==> config.mk <==
export PLATFORM = sky130hd
export DESIGN_NAME = sm_mul_seq
export DESIGN_NICKNAME = d
export VERILOG_FILES = /design/src/rtl/sm_mul_seq.sv
export SDC_FILE = /design/constraint.sdc
export NUM_CORES = 1
export LEC_CHECK = 0
export ABC_AREA = 1
export BUFFER_PORTS_ARGS = -buffer_cell sky130_fd_sc_hd__buf_4
export CAP_MARGIN = 15
export CORE_MARGIN = 3
export CORE_UTILIZATION = 35
export DETAILED_ROUTE_END_ITERATION = 16
export GPL_TIMING_DRIVEN = 0
export HOLD_SLACK_MARGIN = 0.1
export PLACE_DENSITY = 0.66
export SYNTH_ARGS = -nofsm -noshare
export SYNTH_HDL_FRONTEND = slang
export SYNTH_SLANG_ARGS = --single-unit
==> constraint.sdc <==
create_clock -name clk -period 2.5 [get_ports clk]
set_input_delay 0.5 -clock clk [delete_from_list [all_inputs] [get_ports clk]]
set_output_delay 0.5 -clock clk [all_outputs]
set_load 0.02 [all_outputs]
==> src/rtl/sm_mul_seq.sv <==
// rtl/sm_mul_seq.sv - sequential sign-magnitude shift-add multiplier; optional remainder add under SM_MUL_REM_ADD_EN
module sm_mul_seq #(
    parameter int W = 5
) (
    input  logic           clk,
    input  logic           rst,
    input  logic           start,
    input  logic [W-1:0]   q_in,
    input  logic [W-1:0]   b_in,
    input  logic [W:0]     r_in,
    output logic           busy,
    output logic           done,
    output logic [2*W-1:0] p
);
    // Magnitude width of the operands, accumulator width, iteration counter width.
    localparam int MW = W - 1;
    localparam int AW = 2 * W - 1;
    localparam int CW = $clog2(W - 1);
    localparam logic [CW-1:0] LAST_IT = CW'(W - 2);

    localparam logic [1:0] S_IDLE = 2'd0;
    localparam logic [1:0] S_RUN  = 2'd1;
`ifdef SM_MUL_REM_ADD_EN
    localparam logic [1:0] S_ADD  = 2'd2;
`endif
    localparam logic [1:0] S_DONE = 2'd3;

    logic [1:0]     state_q, state_d;
    logic [CW-1:0]  cnt_q, cnt_d;
    logic [AW-1:0]  mcand_q, mcand_d;
    logic [MW-1:0]  mplier_q, mplier_d;
    logic           sign_q, sign_d;
    logic [AW-1:0]  acc_q, acc_d;
    logic [2*W-1:0] p_q, p_d;
    logic [AW-1:0]  acc_step;

    // Pack a magnitude and sign into the output format; a zero magnitude never carries a sign.
    function automatic logic [2*W-1:0] pack_sm(input logic s, input logic [AW-1:0] m);
        return {s & (|m), m};
    endfunction

`ifdef SM_MUL_REM_ADD_EN
    logic           rsign_q, rsign_d;
    logic [W-1:0]   rmag_q, rmag_d;
    logic [AW-1:0]  rmag_ext;
    logic [AW-1:0]  sum_mag;
    logic           sum_sign;
    logic           prod_neg;

    // Sign-magnitude addition of the finished product and the latched remainder.
    always_comb begin
        rmag_ext = {{(AW-W){1'b0}}, rmag_q};
        prod_neg = sign_q & (|acc_q);
        sum_mag  = '0;
        sum_sign = 1'b0;
        if (prod_neg == rsign_q) begin
            sum_mag  = acc_q + rmag_ext;
            sum_sign = prod_neg;
        end else if (acc_q >= rmag_ext) begin
            sum_mag  = acc_q - rmag_ext;
            sum_sign = prod_neg;
        end else begin
            sum_mag  = rmag_ext - acc_q;
            sum_sign = rsign_q;
        end
    end
`else
    logic unused_r;
    assign unused_r = ^r_in;
`endif

    // One shift-add step: add the shifted multiplicand when the current multiplier bit is set.
    assign acc_step = acc_q + (mplier_q[0] ? mcand_q : {AW{1'b0}});

    // Next-state and datapath control for IDLE/RUN/(ADD)/DONE.
    always_comb begin
        state_d  = state_q;
        cnt_d    = cnt_q;
        mcand_d  = mcand_q;
        mplier_d = mplier_q;
        sign_d   = sign_q;
        acc_d    = acc_q;
        p_d      = p_q;
`ifdef SM_MUL_REM_ADD_EN
        rsign_d  = rsign_q;
        rmag_d   = rmag_q;
`endif
        case (state_q)
            S_IDLE, S_DONE: begin
                if (start) begin
                    state_d  = S_RUN;
                    cnt_d    = '0;
                    mcand_d  = {{W{1'b0}}, q_in[MW-1:0]};
                    mplier_d = b_in[MW-1:0];
                    sign_d   = q_in[W-1] ^ b_in[W-1];
                    acc_d    = '0;
`ifdef SM_MUL_REM_ADD_EN
                    rsign_d  = r_in[W];
                    rmag_d   = r_in[W-1:0];
`endif
                end else begin
                    state_d = S_IDLE;
                end
            end
            S_RUN: begin
                acc_d    = acc_step;
                mcand_d  = mcand_q << 1;
                mplier_d = mplier_q >> 1;
                cnt_d    = cnt_q + 1'b1;
                if (cnt_q == LAST_IT) begin
`ifdef SM_MUL_REM_ADD_EN
                    state_d = S_ADD;
`else
                    state_d = S_DONE;
                    p_d     = pack_sm(sign_q, acc_step);
`endif
                end
            end
`ifdef SM_MUL_REM_ADD_EN
            S_ADD: begin
                state_d = S_DONE;
                p_d     = pack_sm(sum_sign, sum_mag);
            end
`endif
            default: begin
                state_d = S_IDLE;
            end
        endcase
    end

    // State and datapath registers; reset clears everything, including an operation in flight.
    always_ff @(posedge clk) begin
        if (rst) begin
            state_q  <= S_IDLE;
            cnt_q    <= '0;
            mcand_q  <= '0;
            mplier_q <= '0;
            sign_q   <= 1'b0;
            acc_q    <= '0;
            p_q      <= '0;
        end else begin
            state_q  <= state_d;
            cnt_q    <= cnt_d;
            mcand_q  <= mcand_d;
            mplier_q <= mplier_d;
            sign_q   <= sign_d;
            acc_q    <= acc_d;
            p_q      <= p_d;
        end
    end

`ifdef SM_MUL_REM_ADD_EN
    // Latched remainder operand.
    always_ff @(posedge clk) begin
        if (rst) begin
            rsign_q <= 1'b0;
            rmag_q  <= '0;
        end else begin
            rsign_q <= rsign_d;
            rmag_q  <= rmag_d;
        end
    end

    assign busy = (state_q == S_RUN) || (state_q == S_ADD);
`else
    assign busy = (state_q == S_RUN);
`endif
    assign done = (state_q == S_DONE);
    assign p    = p_q;

endmodule

# --- After elaboration in Yosys (flattened, before gate mapping) ---
# Cells that the tools add are included.
op_classes:
  div_mod_pow: 0
  n_addsub: 2
  muxes: 12
  n_mul: 0
  eq_ne: 5
  shift: 0
  n_lt_le_gt_ge: 0
  n_reduce_logical: 7
  n_bitwise: 2
ops:
  columns: ["cell", "n"]
  rows:
  - ["9-bit one-hot mux with 2 select lines", 2]
  - ["9-bit 2-to-1 mux", 3]
  - ["9-bit adder", 1]
  - ["9-bit OR reduction", 1]
  - ["2-bit one-hot mux with 2 select lines", 2]
  - ["4-bit one-hot mux with 2 select lines", 1]
  - ["2-bit AND reduction", 3]
  - ["2-bit == test, second input constant", 2]
  - ["2-bit 2-to-1 mux", 2]
  - ["4-bit 2-to-1 mux", 1]
  - ["2-bit by 1-bit adder with 2-bit output, second input constant", 1]
  - ["2-bit by 1-bit == test with 1-bit output, second input constant", 1]
  - ["2-bit zero test", 1]
  - ["2-bit by 1-bit != test with 1-bit output, second input constant", 1]
  - ["2-bit != test, second input constant", 1]
  - ["2-bit nonzero test", 1]
  - ["2-bit OR reduction", 1]
  - ["1-bit AND", 1]
  - ["1-bit 2-to-1 mux", 1]
  - ["1-bit XOR", 1]
word_totals:
  mem_count: 0
  in_bits: 19
  regBits: 37
  romBits: 0
  elab_cells: 35
  ramBits: 0
  output_inout_bits: 12
  latchBits: 0

# --- Depth between registers and ports, before layout ---
# Gate-level depths: netlist of run 1.
depth:
  word_depth: 4
  depth_mapped: 15
  mapped_depth_nobuf: 14

# --- Worst setup path after synthesis of run 1 ---
# Ideal clock, no wire load.
synth_timing:
  path_kind: "register to register"
  startpoint: "register mplier_q[0]"
  endpoint: "register p_q[9] (netlist: p[9])"
  required_time_ns: 2.369
  period_less_slack_ns: 1.869
  n_path_buf: 1
  slack_ns: 0.631
  stages_incl_launch_ff: 16
  setup_ns: 0.131
  arrival_ns: 1.739
  path_cell_list: "dfxtp_1 buf_6 nand2_1 inv_1 ha_1 fa_1 nand2_1 nand2_2 nand3_2 nand2_1 nand2_1 nand2_1 nor2_1 nand3_1 nand2_1 a21oi_2"
synth_via:
  elab_chain_cells: 4
synth_rtl:
  columns: ["item", "line_no", "rtl"]
  rows:
  - ["start: declaration", "31", "logic [MW-1:0] mplier_q, mplier_d;"]
  - ["start signal: assignment", "145", "mplier_q <= mplier_d;"]
  - ["9-bit 2-to-1 mux", "73", "assign acc_step = acc_q + (mplier_q[0] ? mcand_q : {AW{1'b0}});"]
  - ["9-bit adder", "73", null]
  - ["9-bit OR reduction", "39", "return {s & (|m), m};"]
  - ["1-bit AND", "39", null]
  - ["end signal: assignment", "148", "p_q <= p_d;"]
  - ["end: declaration", "34", "logic [2*W-1:0] p_q, p_d;"]
# No other way between the ends.
# A chain may end at the register's enable or synchronous reset.

# --- Worst setup path in the final report of run 1 ---
# Same ends and word-level chain as after synthesis.

==> results of run 1 <==
-- registers in the layout (all words and copies together) (netlist names) --
name / flops
state_q: 2
cnt_q: 2
mplier_q: 4
sign_q: 1
p: 10
mcand_q: 9
acc_q: 9
-- synth_stat cells --
cell type	n	share of area, %
sky130_fd_sc_hd__xnor2_1	1	0.44
sky130_fd_sc_hd__dfxtp_1	37	37
sky130_fd_sc_hd__buf_4	3	1.1
sky130_fd_sc_hd__ha_1	12	7.5
sky130_fd_sc_hd__nor2_1	21	4.0
sky130_fd_sc_hd__buf_2	2	0.50
sky130_fd_sc_hd__inv_1	36	6.8
sky130_fd_sc_hd__fa_1	1	1.0
sky130_fd_sc_hd__nand3_1	18	4.5
sky130_fd_sc_hd__o21ai_1	1	0.25
sky130_fd_sc_hd__buf_6	2	1.1
sky130_fd_sc_hd__nand2_1	86	16
sky130_fd_sc_hd__o21bai_1	1	0.38
sky130_fd_sc_hd__o21ai_0	13	3.3
sky130_fd_sc_hd__xor2_1	2	0.88
sky130_fd_sc_hd__a21oi_1	25	6.3
sky130_fd_sc_hd__a21oi_2	2	0.88
sky130_fd_sc_hd__nand3_2	2	1.0
sky130_fd_sc_hd__inv_2	2	0.38
sky130_fd_sc_hd__nand2_2	5	1.6
sky130_fd_sc_hd__a31oi_1	6	1.9
sky130_fd_sc_hd__o211ai_1	3	1.1
sky130_fd_sc_hd__or2_4	1	0.44
sky130_fd_sc_hd__clkbuf_1	3	0.57
sky130_fd_sc_hd__nand3b_1	1	0.38
sky130_fd_sc_hd__nor3_1	1	0.25
-- layout make-up --
class | count | share of cell area, %
Multi-Input combinational cell | 202 | 44.4
Sequential cell | 37 | 31.6
Timing Repair Buffer | 24 | 7.68
Inverter | 38 | 6.08
Tap cell | 70 | 3.74
Clock buffer | 7 | 3.68
Buffer | 10 | 2.83
-- metal layers --
metal	wire length [microns]	vias up
met5	0	-
met4	55	0
met3	221	5
met2	2110	32
met1	2060	812
li1	-	971
-- logic make-up after synthesis --
group | Yosys count
fa+ha+maj | 13
compound gates | 51
buf+inv | 48
simple gates | 135
xor+xnor | 3
flops | 37
-- stage by stage --
stage	instance area, sq um	setup slack [ns]	instances
2_1_floorplan	1990	0.631	287
3_3_place_gp	2260	0.460	381
3_5_place_dp	2260	0.454	381
4_1_cts	2340	0.424	388
5_1_grt	2340	0.265	388
6_report	2340	0.435	388
-- where the power goes --
| part | leakage (nW) | switching, W | total [W] | internal [W] |
|---|---|---|---|---|
| Clock | 0.0443 | 0.000197 | 0.000416 | 0.000219 |
| Sequential | 0.300 | 0.0000160 | 0.000631 | 0.000615 |
| Combinational | 0.834 | 0.000118 | 0.000190 | 0.0000719 |
-- worst max-delay path, stage by stage (launching register included) --
cell                      delay (ns)
sky130_fd_sc_hd__dfxtp_1        0.31
sky130_fd_sc_hd__buf_6          0.13
sky130_fd_sc_hd__nand2_1        0.05
sky130_fd_sc_hd__inv_1          0.04
sky130_fd_sc_hd__ha_1           0.20
sky130_fd_sc_hd__fa_1           0.43
sky130_fd_sc_hd__nand2_1        0.10
sky130_fd_sc_hd__nand2_2        0.08
sky130_fd_sc_hd__nand3_2        0.08
sky130_fd_sc_hd__nand2_1        0.05
sky130_fd_sc_hd__nand2_1        0.06
sky130_fd_sc_hd__nand2_1        0.09
sky130_fd_sc_hd__nor2_1         0.12
sky130_fd_sc_hd__nand3_1        0.07
sky130_fd_sc_hd__nand2_1        0.07
sky130_fd_sc_hd__a21oi_2        0.05
-- final timing paths --
| check | startpoint | to | slack, ns | depth (start not counted) |
|---|---|---|---|---|
| setup / recovery | mplier_q[0]$_SDFFE_PP0P_ | p[9]$_SDFFE_PP0P_ | 0.43 | 15 |
| hold / removal | mcand_q[8]$_SDFFE_PP0P_ | mcand_q[8]$_SDFFE_PP0P_ | 0.47 | 2 |
| setup reg to reg | mplier_q[0]$_SDFFE_PP0P_ | p[9]$_SDFFE_PP0P_ | 0.43 | 15 |
| hold reg to reg | mcand_q[8]$_SDFFE_PP0P_ | mcand_q[8]$_SDFFE_PP0P_ | 0.47 | 2 |
-- cells in the final DEF (no fill, tap or decap), types with 2 or more instances in the layout --
| master | netlist | layout |
|---|---|---|
| sky130_fd_sc_hd__inv_2 | 2 | 2 |
| sky130_fd_sc_hd__nand2_2 | 5 | 5 |
| sky130_fd_sc_hd__inv_1 | 36 | 36 |
| sky130_fd_sc_hd__nand3_1 | 18 | 18 |
| sky130_fd_sc_hd__buf_2 | 2 | 2 |
| sky130_fd_sc_hd__nor2_1 | 21 | 21 |
| sky130_fd_sc_hd__nand2_1 | 86 | 86 |
| sky130_fd_sc_hd__clkbuf_1 | 3 | 4 |
| sky130_fd_sc_hd__nand3_2 | 2 | 2 |
| sky130_fd_sc_hd__buf_6 | 2 | 2 |
| sky130_fd_sc_hd__dfxtp_1 | 37 | 37 |
| sky130_fd_sc_hd__o21ai_0 | 13 | 13 |
| sky130_fd_sc_hd__a31oi_1 | 6 | 6 |
| sky130_fd_sc_hd__o211ai_1 | 3 | 3 |
| sky130_fd_sc_hd__a21oi_1 | 25 | 25 |
| sky130_fd_sc_hd__ha_1 | 12 | 12 |
| sky130_fd_sc_hd__buf_4 | 3 | 27 |
| sky130_fd_sc_hd__clkbuf_8 | 0 | 6 |
| sky130_fd_sc_hd__a21oi_2 | 2 | 2 |
| sky130_fd_sc_hd__xor2_1 | 2 | 2 |
==> tab_implementation.tex, run 1 <==
\begin{tabular}{lr}
\hline
Metric & Value \\
\hline
\multicolumn{2}{l}{\textbf{Global route}} \\
Global-route track usage on met1 & 18.7\% \\
Fraction of met3 tracks used by global routing & under 10\% \\
Global router's overall resource usage & 14.9\% \\
Layer with the highest usage & met2 \\
First-pass GRT wire length & 7670 microns \\
Overflow after GRT & 0 \\
Vias in the first global route & 1744 \\
Number of antenna violations at the first check in global routing & 0 \\
Largest net degree at the start of global routing & 11 \\
Met2 capacity usage during global routing & 25.0\% \\
\multicolumn{2}{l}{\textbf{Synthesis}} \\
Main combinational cell family by area after synthesis & simple AND/OR/NAND/NOR gates \\
Synth Area in Compound Gates & between 10 and 15\% \\
Fraction of synthesized area in multiplexers & 0\% \\
Syn avg cell area & 6.94 sq um \\
Seq/Total Area, Yosys & between 30\% and 40\% \\
Number of warning messages in the yosys log & 0 \\
Post-Synth XOR/XNOR Area & between 1 and 1.5\% \\
Post-synth cell types & 26 \\
Register bit count reported by yosys & 37 \\
Synth Area in Adders & 8.55\% \\
Basic-gate share of the synthesized area counting and, or, nand and nor cells & 28.3\% \\
Post-Synthesis Cell Area & around 0.0020 sq mm \\
Gate count of the mapped netlist & 287 \\
Syn nets & 319 \\
\multicolumn{2}{l}{\textbf{Floorplanning}} \\
Placeable core area & 0.00530 sq mm \\
Row count & 26 \\
Floorplan die height & a little over 80 microns \\
I/O Pins & 31 \\
Initial standard-cell utilization of the core & between 30 and 40\% \\
Floorplan die area & 0.00663 sq mm \\
Die Wd & 81.4 microns \\
\multicolumn{2}{l}{\textbf{Clock tree}} \\
CTS clock-pin slew for the worst setup and hold paths & approximately 0.07 ns \\
CTS sink cnt & 37 \\
Cts-stage hold buffer count & 0 \\
Clock tree from TritonCTS & yes \\
Postcts setup bufs & 0 \\
Buffer cell driving the clock tree root & sky130\_fd\_sc\_hd\_\_clkbuf\_8 \\
Post\_cts resized & 0 \\
Max Root-Sink Buffers & 2 \\
Number of buffers created by CTS & 5 \\
Clock latency of the later-clocked register in the worst-skew pair & between 0.2 and 0.3 ns \\
Total number of H-tree levels & 2 \\
\multicolumn{2}{l}{\textbf{Hold path}} \\
Kind of path behind the tightest hold check & reg2reg \\
\multicolumn{2}{l}{\textbf{Placed design}} \\
Dpl hpwl & 3340 microns \\
IO buf count & 24 \\
Final weighted congestion in routability-driven placement & about 0.83 \\
\multicolumn{2}{l}{\textbf{Worst setup path}} \\
Critical Path RT & 2.65 ns \\
WS Path Type & reg2reg \\
CP endpoint kind & flip-flop \\
Data arrival time of the critical path & 2.22 ns \\
CP max FO & 10 \\
Crit path launch type & flip-flop \\
\multicolumn{2}{l}{\textbf{Layout}} \\
N\_diodes & 0 \\
Multi-input logic area & 0.00104 sq mm \\
Net count reported at finish & 350 \\
Fill cells & roughly 550 \\
Area grow syn2layout & 17.8\% \\
Fraction of layout cells with a size suffix above 1 & 15.4\% \\
Post-layout util & 44.2\% \\
Reg area & around 740 sq um \\
\multicolumn{2}{l}{\textbf{Routing}} \\
DRT Wirelength & about 4400 microns \\
Average detailed-routed wire length per instance & roughly 11 microns \\
Routed via count divided by cell count & 4.69 \\
DRC violation total after the first TritonRoute iteration & 86 \\
Count of nets left with antenna violations after detail routing & 0 \\
Routed via count & approximately 1800 \\
Drt first pass iters & 4 \\
Total DRC errors in the routed layout & 0 \\
\multicolumn{2}{l}{\textbf{Pwr}} \\
Power per unit of standard cell area & 527 mW/mm\^{}2 \\
Leakage power summed over all cells & roughly 1.2 nW \\
Total power & around 0.0012 W \\
Maximum vdd drop & $\sim$0.32 mV \\
\multicolumn{2}{l}{\textbf{Run}} \\
Max-cap violations & 0 \\
\multicolumn{2}{l}{\textbf{STA}} \\
Post-layout minimum cycle time & 2.07 ns \\
Maximum clock frequency & just under 0.5 GHz \\
Worst slew margin relative to its limit & between 60\% and 70\% \\
Worst-case hold slack & between 0.4 and 0.5 ns \\
TNS Setup & 0 ns \\
Final Hold Vio Count & 0 \\
Pin slew with the least headroom to its limit & 0.564 ns \\
Setup repair after global routing missed its margin & false \\
Final Skew & 0.00245 ns \\
Max-slew violation count & 0 \\
Portion of the clock cycle consumed by the worst path in the final layout & 82.6\% \\
Count of endpoints failing setup in the final report & 0 \\
\multicolumn{2}{l}{\textbf{Status}} \\
Outcome & complete, no violations \\
\hline
\end{tabular}
No activity file was read; power rests on OpenSTA's default activity.
==> run 2, diff against run 1 <==
--- a/config.mk
+++ b/config.mk
@@ -13,7 +13,7 @@
 export DETAILED_ROUTE_END_ITERATION = 16
 export GPL_TIMING_DRIVEN = 0
 export HOLD_SLACK_MARGIN = 0.1
-export PLACE_DENSITY = 0.66
+export PLACE_DENSITY = 0.68
 export SYNTH_ARGS = -nofsm -noshare
 export SYNTH_HDL_FRONTEND = slang
 export SYNTH_SLANG_ARGS = --single-unit
==> constraint.sdc (replaced) <==
create_clock -name clk -period 1.8 [get_ports clk]
set_input_delay 0.36 -clock clk [delete_from_list [all_inputs] [get_ports clk]]
set_output_delay 0.36 -clock clk [all_outputs]
set_load 0.02 [all_outputs]
==> run 2 against run 1 <==
Clock skew increased by 0.0052 ns. Non-clock buffer count increased by 5. Design area increased by 7.6%. The flow now finishes with violations (negative setup slack). Final cell count increased by 1.5%. Sequential share of layout area decreased by 2.1 points. Sequential cell count unchanged. Setup slack got worse by 0.56 ns. Clock-buffer cell count unchanged. Routed wire length increased by 5.8%. Die area unchanged. Sequential power increased by 40%. First-iteration DRC count decreased by 35%. Critical endpoint unchanged. Largest power group unchanged.
==> tab_implementation.tex, run 2 (synthesis results as in run 1) <==
\begin{tabular}{lr}
\hline
Metric & Value \\
\hline
\multicolumn{2}{l}{\textbf{Floorplanning}} \\
Floorplan die area & 0.00663 sq mm (unchanged) \\
Placeable core area & 0.00530 sq mm (unchanged) \\
Initial standard-cell utilization of the core & 37.5\% (unchanged) \\
Floorplan die height & 81.4 microns (unchanged) \\
Row count & 26 (unchanged) \\
Die Wd & 81.4 microns (unchanged) \\
I/O Pins & 31 (unchanged) \\
\multicolumn{2}{l}{\textbf{Layout}} \\
Cell area after layout & 0.00252 sq mm (was 0.00234 sq mm) \\
Highest-count cells in the layout ignoring fill and taps & sky130\_fd\_sc\_hd\_\_nand2\_1, sky130\_fd\_sc\_hd\_\_dfxtp\_1, sky130\_fd\_sc\_hd\_\_inv\_1, sky130\_fd\_sc\_hd\_\_buf\_4, sky130\_fd\_sc\_hd\_\_a21oi\_1 (was sky130\_fd\_sc\_hd\_\_nand2\_1, sky130\_fd\_sc\_hd\_\_dfxtp\_1, sky130\_fd\_sc\_hd\_\_inv\_1) \\
Post-layout util & 47.6\% (was 44.2\%) \\
Post-route insts no fill & 394 (was 388) \\
Leading cell type in the layout, fill and taps excluded & sky130\_fd\_sc\_hd\_\_nand2\_1 (unchanged) \\
Area grow syn2layout & 26.8\% (was 17.8\%) \\
Net count reported at finish & 355 (was 350) \\
Max FFs per register & 10 (unchanged) \\
Fraction of layout cells with a size suffix above 1 & 24.1\% (was 15.4\%) \\
N\_diodes & 0 (unchanged) \\
\multicolumn{2}{l}{\textbf{Worst setup path}} \\
WS Path Type & reg2reg (unchanged) \\
Worst Setup SP & mplier\_q[0]\$\_SDFFE\_PP0P\_ (unchanged) \\
Worst R2R End & p[9]\$\_SDFFE\_PP0P\_ (unchanged) \\
Data arrival time of the critical path & 2.08 ns (was 2.22 ns) \\
Crit path launch type & flip-flop (unchanged) \\
Launching point of the worst reg2reg path & mplier\_q[0]\$\_SDFFE\_PP0P\_ (unchanged) \\
Critical Path RT & 1.96 ns (was 2.65 ns) \\
CP endpoint kind & flip-flop (unchanged) \\
FF-to-FF path depth & 14 (was 15) \\
CP max FO & 8 (was 10) \\
Slack of the worst reg-to-reg path & -0.12 ns (was 0.43 ns) \\
Last element of the critical path & p[9]\$\_SDFFE\_PP0P\_ (unchanged) \\
\multicolumn{2}{l}{\textbf{Placed design}} \\
IO buf count & 24 (unchanged) \\
Dpl hpwl & 3350 microns (was 3340 microns) \\
Cell area after placement & 0.00227 sq mm (was 0.00226 sq mm) \\
Final weighted congestion in routability-driven placement & 0.848 (was 0.831) \\
Total placed cells including tap cells & 381 (unchanged) \\
\multicolumn{2}{l}{\textbf{Pwr}} \\
Power per unit of standard cell area & 752 mW/mm\^{}2 (was 527 mW/mm\^{}2) \\
Maximum vdd drop & 0.406 mV (was 0.321 mV) \\
Total power & 0.00190 W (was 0.00124 W) \\
Leakage power summed over all cells & 1.22 nW (was 1.18 nW) \\
\multicolumn{2}{l}{\textbf{Routing}} \\
Total DRC errors in the routed layout & 0 (unchanged) \\
DRC violation total after the first TritonRoute iteration & 56 (was 86) \\
Routed via count & 1919 (was 1820) \\
Count of nets left with antenna violations after detail routing & 0 (unchanged) \\
Drt first pass iters & 4 (unchanged) \\
Average detailed-routed wire length per instance & 11.9 microns (was 11.4 microns) \\
DRT Wirelength & 4700 microns (was 4440 microns) \\
Routed via count divided by cell count & 4.87 (was 4.69) \\
\multicolumn{2}{l}{\textbf{STA}} \\
Post-layout minimum cycle time & 1.92 ns (was 2.07 ns) \\
Worst slew margin relative to its limit & 62.9\% (was 62.4\%) \\
Max-slew violation count & 0 (unchanged) \\
Portion of the clock cycle consumed by the worst path in the final layout & 107\% (was 82.6\%) \\
Maximum clock frequency & 0.520 GHz (was 0.484 GHz) \\
Pin slew with the least headroom to its limit & 0.556 ns (was 0.564 ns) \\
Final setup slack of the worst path & -0.121 ns (was 0.435 ns) \\
Final Hold Vio Count & 0 (unchanged) \\
Count of endpoints failing setup in the final report & 3 (was 0) \\
Setup repair after global routing missed its margin & true (was false) \\
Final Skew & 0.00769 ns (was 0.00245 ns) \\
Worst-case hold slack & 0.331 ns (was 0.466 ns) \\
\multicolumn{2}{l}{\textbf{Clock tree}} \\
Max Root-Sink Buffers & 2 (unchanged) \\
Clock latency of the later-clocked register in the worst-skew pair & 0.29 ns (was 0.28 ns) \\
Buffer cell driving the clock tree root & sky130\_fd\_sc\_hd\_\_clkbuf\_8 (unchanged) \\
Cts-stage hold buffer count & 0 (unchanged) \\
Total number of H-tree levels & 2 (unchanged) \\
Number of buffers created by CTS & 5 (unchanged) \\
Clock tree from TritonCTS & yes (unchanged) \\
CTS sink cnt & 37 (unchanged) \\
CTS clock-pin slew for the worst setup and hold paths & 0.07 ns (about the same) \\
\multicolumn{2}{l}{\textbf{Global route}} \\
Vias in the first global route & 1828 (was 1744) \\
Largest net degree at the start of global routing & 12 (was 11) \\
Overflow after GRT & 0 (unchanged) \\
Global router's overall resource usage & 15.3\% (was 14.9\%) \\
First-pass GRT wire length & 7880 microns (was 7670 microns) \\
Number of antenna violations at the first check in global routing & 0 (unchanged) \\
\multicolumn{2}{l}{\textbf{Hold path}} \\
Startpoint of the worst hold path & b\_in[0] (was mcand\_q[8]\$\_SDFFE\_PP0P\_) \\
Kind of path behind the tightest hold check & in2reg (was reg2reg) \\
\multicolumn{2}{l}{\textbf{Run}} \\
Max-cap violations & 0 (unchanged) \\
\multicolumn{2}{l}{\textbf{Status}} \\
Outcome & complete, but fails checks (was complete, no violations) \\
Violations in the final reports & negative setup slack \\
\hline
\end{tabular}
[run 2: changes by cell type in the layout (fill, tap and decap cells not counted), moves of 2 or more]
cell	previous run	this run
sky130_fd_sc_hd__nand2_4	0	2
sky130_fd_sc_hd__inv_1	36	34
sky130_fd_sc_hd__nor2_1	21	19
sky130_fd_sc_hd__nor2_2	0	2
sky130_fd_sc_hd__nand3_1	18	16
sky130_fd_sc_hd__nand2_1	86	77
sky130_fd_sc_hd__ha_1	12	8
sky130_fd_sc_hd__nand2_2	5	12
sky130_fd_sc_hd__ha_4	0	3
sky130_fd_sc_hd__buf_4	27	34
sky130_fd_sc_hd__inv_2	2	4
[run 2: how the worst min path moves through the flow]
stage | endpoint | cells after the start
floorplan | cnt_q[0]$_SDFFE_PP0P_ | 1
detailed placement | cnt_q[0]$_SDFFE_PP0P_ | 1
finish | mplier_q[0]$_SDFFE_PP0P_ | 3
global route | mplier_q[0]$_SDFFE_PP0P_ | 3
CTS | mplier_q[0]$_SDFFE_PP0P_ | 3
global placement | cnt_q[0]$_SDFFE_PP0P_ | 1
[run 2: worst max-delay path, cell delays in order, from the launching register on]
cell                      delay (ns)
sky130_fd_sc_hd__dfxtp_4        0.38
sky130_fd_sc_hd__nand2_2        0.07
sky130_fd_sc_hd__inv_2          0.04
sky130_fd_sc_hd__ha_4           0.15
sky130_fd_sc_hd__fa_2           0.40
sky130_fd_sc_hd__nand2_2        0.09
sky130_fd_sc_hd__nand2_4        0.07
sky130_fd_sc_hd__nand3_4        0.08
sky130_fd_sc_hd__nand2_2        0.05
sky130_fd_sc_hd__nand2_2        0.08
sky130_fd_sc_hd__nand2_2        0.08
sky130_fd_sc_hd__nor2_1         0.11
sky130_fd_sc_hd__nand3_1        0.08
sky130_fd_sc_hd__nand2_1        0.07
sky130_fd_sc_hd__a21oi_2        0.05
[run 2: timing repair]
item                                    CTS  global route
pin swaps                                 7            13
endpoints found under the setup margin    4            23
gates resized for setup                   7            21
gates cloned                              0             0
buffers inserted                          3             3
[run 2: metrics by stage]
step | setup TNS, ns | setup WS, ns
2_1_floorplan | 0 | 0.00415
3_3_place_gp | -0.259 | -0.157
3_5_place_dp | -0.338 | -0.183
4_1_cts | -0.203 | -0.130
5_1_grt | -0.735 | -0.255
6_report | -0.193 | -0.121
[run 2: report_power, final]
group | internal [W] | switching [W]
clock network | 0.000452 | 0.000292
registers | 0.000855 | 0.0000305
logic | 0.000105 | 0.000165
[run 2: layout make-up]
type | instances | area, sq um
Timing Repair Buffer | 30 | 225
Clock buffer | 7 | 86.3
Fill cell | 511 | 2780
Inverter | 38 | 143
Multi-Input combinational cell | 202 | 1150
Clock inverter | 1 | 30.0
Tap cell | 70 | 87.6
Sequential cell | 37 | 744
Buffer | 9 | 57.6
[run 2: per-layer routing]
layer	GRT usage [%]	share of wire (%)
met1	19.6	45
met4	6.08	1.4
met5	0	0
met3	2.30	4.2
met2	25.7	50
==> run 3, diff against run 2 <==
--- a/config.mk
+++ b/config.mk
@@ -10,6 +10,7 @@
 export CAP_MARGIN = 15
 export CORE_MARGIN = 3
 export CORE_UTILIZATION = 35
+export CTS_BUF_LIST = sky130_fd_sc_hd__clkbuf_8 sky130_fd_sc_hd__clkbuf_16
 export DETAILED_ROUTE_END_ITERATION = 16
 export GPL_TIMING_DRIVEN = 0
 export HOLD_SLACK_MARGIN = 0.1
==> run 3 against run 2 <==
The run still ends with negative setup slack left. Sequential cell count unchanged. Die area unchanged. Setup slack about the same. Final cell count unchanged. Design area unchanged. Sequential share of layout area unchanged. Clock power down 0.7%.
==> tab_implementation.tex, run 3 (synthesis results as in run 1) <==
\begin{tabular}{lr}
\hline
Metric & Value \\
\hline
\multicolumn{2}{l}{\textbf{Status}} \\
Outcome & complete, but fails checks (unchanged) \\
Violations in the final reports & negative setup slack (unchanged) \\
\multicolumn{2}{l}{\textbf{Placed design}} \\
Final weighted congestion in routability-driven placement & 0.848 (unchanged) \\
Dpl hpwl & 3350 microns (unchanged) \\
IO buf count & 24 (unchanged) \\
Pre-CTS worst setup slack & -0.183 ns (unchanged) \\
\multicolumn{2}{l}{\textbf{Pwr}} \\
Power per unit of standard cell area & 750 mW/mm\^{}2 (was 752 mW/mm\^{}2) \\
Maximum vdd drop & 0.406 mV (about the same) \\
Total power & 0.00189 W (was 0.00190 W) \\
Leakage power summed over all cells & 1.22 nW (about the same) \\
\multicolumn{2}{l}{\textbf{Hold path}} \\
Startpoint of the worst hold path & b\_in[0] (unchanged) \\
Number of cells on the worst hold path & 3 (unchanged) \\
Kind of path behind the tightest hold check & in2reg (unchanged) \\
\multicolumn{2}{l}{\textbf{Floorplanning}} \\
Floorplan die area & 0.00663 sq mm (unchanged) \\
I/O Pins & 31 (unchanged) \\
Die Wd & 81.4 microns (unchanged) \\
Row count & 26 (unchanged) \\
Placeable core area & 0.00530 sq mm (unchanged) \\
Floorplan die height & 81.4 microns (unchanged) \\
Initial standard-cell utilization of the core & 37.5\% (unchanged) \\
\multicolumn{2}{l}{\textbf{STA}} \\
Final setup slack of the worst path & -0.121 ns (about the same) \\
Max-slew violation count & 0 (unchanged) \\
Post-layout minimum cycle time & 1.92 ns (about the same) \\
Worst slew margin relative to its limit & 62.9\% (unchanged) \\
Pin slew with the least headroom to its limit & 0.556 ns (unchanged) \\
Setup repair after global routing missed its margin & true (unchanged) \\
Count of endpoints failing setup in the final report & 3 (unchanged) \\
Maximum clock frequency & 0.520 GHz (about the same) \\
Final Skew & 0.00792 ns (was 0.00769 ns) \\
Final Hold Vio Count & 0 (unchanged) \\
Portion of the clock cycle consumed by the worst path in the final layout & 107\% (about the same) \\
\multicolumn{2}{l}{\textbf{Clock tree}} \\
CTS clock-pin slew for the worst setup and hold paths & 0.07 ns (about the same) \\
Total number of H-tree levels & 2 (unchanged) \\
Max Root-Sink Buffers & 2 (unchanged) \\
CTS sink cnt & 37 (unchanged) \\
Clock latency of the later-clocked register in the worst-skew pair & 0.29 ns (about the same) \\
Number of buffers created by CTS & 5 (unchanged) \\
Buffer cell driving the clock tree root & sky130\_fd\_sc\_hd\_\_clkbuf\_8 (unchanged) \\
Cts-stage hold buffer count & 0 (unchanged) \\
Clock tree from TritonCTS & yes (unchanged) \\
\multicolumn{2}{l}{\textbf{Worst setup path}} \\
Launching point of the worst reg2reg path & mplier\_q[0]\$\_SDFFE\_PP0P\_ (unchanged) \\
Crit path launch type & flip-flop (unchanged) \\
FF-to-FF path depth & 14 (unchanged) \\
WS Path Type & reg2reg (unchanged) \\
CP endpoint kind & flip-flop (unchanged) \\
Critical Path RT & 1.96 ns (about the same) \\
Data arrival time of the critical path & 2.08 ns (about the same) \\
CP max FO & 8 (unchanged) \\
Worst Setup SP & mplier\_q[0]\$\_SDFFE\_PP0P\_ (unchanged) \\
\multicolumn{2}{l}{\textbf{Global route}} \\
First-pass GRT wire length & 7880 microns (unchanged) \\
Global router's overall resource usage & 15.3\% (unchanged) \\
Overflow after GRT & 0 (unchanged) \\
Vias in the first global route & 1828 (unchanged) \\
Number of antenna violations at the first check in global routing & 0 (unchanged) \\
Largest net degree at the start of global routing & 12 (unchanged) \\
\multicolumn{2}{l}{\textbf{Layout}} \\
Fill cells & 511 (unchanged) \\
Max FFs per register & 10 (unchanged) \\
Multi-input logic area & 0.00115 sq mm (unchanged) \\
Reg area & 744 sq um (unchanged) \\
Area grow syn2layout & 26.8\% (unchanged) \\
Highest-count cells in the layout ignoring fill and taps & sky130\_fd\_sc\_hd\_\_nand2\_1, sky130\_fd\_sc\_hd\_\_dfxtp\_1, sky130\_fd\_sc\_hd\_\_inv\_1 (was sky130\_fd\_sc\_hd\_\_nand2\_1, sky130\_fd\_sc\_hd\_\_dfxtp\_1, sky130\_fd\_sc\_hd\_\_inv\_1, sky130\_fd\_sc\_hd\_\_buf\_4, sky130\_fd\_sc\_hd\_\_a21oi\_1) \\
N\_diodes & 0 (unchanged) \\
Fraction of layout cells with a size suffix above 1 & 24.1\% (unchanged) \\
Net count reported at finish & 355 (unchanged) \\
Leading cell type in the layout, fill and taps excluded & sky130\_fd\_sc\_hd\_\_nand2\_1 (unchanged) \\
\multicolumn{2}{l}{\textbf{Routing}} \\
DRC violation total after the first TritonRoute iteration & 56 (unchanged) \\
Routed via count divided by cell count & 4.87 (about the same) \\
Count of nets left with antenna violations after detail routing & 0 (unchanged) \\
Drt first pass iters & 4 (unchanged) \\
DRT Wirelength & 4710 microns (was 4700 microns) \\
Total DRC errors in the routed layout & 0 (unchanged) \\
Average detailed-routed wire length per instance & 11.9 microns (about the same) \\
Routed via count & 1918 (was 1919) \\
\multicolumn{2}{l}{\textbf{Run}} \\
Max-cap violations & 0 (unchanged) \\
\hline
\end{tabular}
[run 3: layout make-up]
| cell class | count | area share, % |
|---|---|---|
| tap | 70 | 3.47 |
| multi-input combinational | 202 | 45.6 |
| clock inverter | 2 | 1.34 |
| inverter | 38 | 5.65 |
| clock buffer | 6 | 3.27 |
| buffer | 9 | 2.28 |
| timing repair buffer | 30 | 8.92 |
| sequential | 37 | 29.5 |
[run 3: repair_timing]
action	4_1_cts	5_1_grt
endpoints found under the setup margin	4	23
gates cloned	0	0
pin swaps	7	13
resized for setup	7	21
buffers inserted	3	3
[run 3: worst paths after layout]
path / slack [ns] / end
worst max-delay path: -0.12 / p[9]$_SDFFE_PP0P_
worst min register to register: 0.47 / cnt_q[0]$_SDFFE_PP0P_
worst max register to register: -0.12 / p[9]$_SDFFE_PP0P_
worst min-delay path: 0.33 / mplier_q[0]$_SDFFE_PP0P_
[run 3: routing by layer]
metal	routed length, microns	part of all wire, %	track usage [%]	vias up
met5	0	0	0	-
li1	-	-	-	988
met2	2330	50	25.7	39
met1	2110	45	19.6	886
met3	197	4.2	2.30	5
met4	66	1.4	6.08	0
[run 3: report_power, final]
part / leakage [nW] / switching [W] / internal [W]
sequential: 0.301 / 0.0000305 / 0.000855
combinational: 0.857 / 0.000165 / 0.000105
clock: 0.0626 / 0.000292 / 0.000446
total: 1.22 / 0.000487 / 0.00141
[run 3: metrics by stage]
step	hold WS (ns)	instance area [sq um]	setup TNS (ns)	utilization, %	instances
after global routing	0.338	2520	-0.735	47.6	394
after global placement	0.450	2270	-0.259	42.9	381
final	0.331	2520	-0.193	47.6	394
after floorplan	0.429	2010	0	-	287
after CTS	0.323	2440	-0.203	46.0	392
after detailed placement	0.453	2270	-0.338	42.9	381
[run 3: worst max-delay path, cell delays in order (launching register included)]
cell,delay (ns)
sky130_fd_sc_hd__dfxtp_4,0.38
sky130_fd_sc_hd__nand2_2,0.07
sky130_fd_sc_hd__inv_2,0.04
sky130_fd_sc_hd__ha_4,0.15
sky130_fd_sc_hd__fa_2,0.40
sky130_fd_sc_hd__nand2_2,0.09
sky130_fd_sc_hd__nand2_4,0.07
sky130_fd_sc_hd__nand3_4,0.08
sky130_fd_sc_hd__nand2_2,0.05
sky130_fd_sc_hd__nand2_2,0.08
sky130_fd_sc_hd__nand2_2,0.08
sky130_fd_sc_hd__nor2_1,0.11
sky130_fd_sc_hd__nand3_1,0.08
sky130_fd_sc_hd__nand2_1,0.07
sky130_fd_sc_hd__a21oi_2,0.05
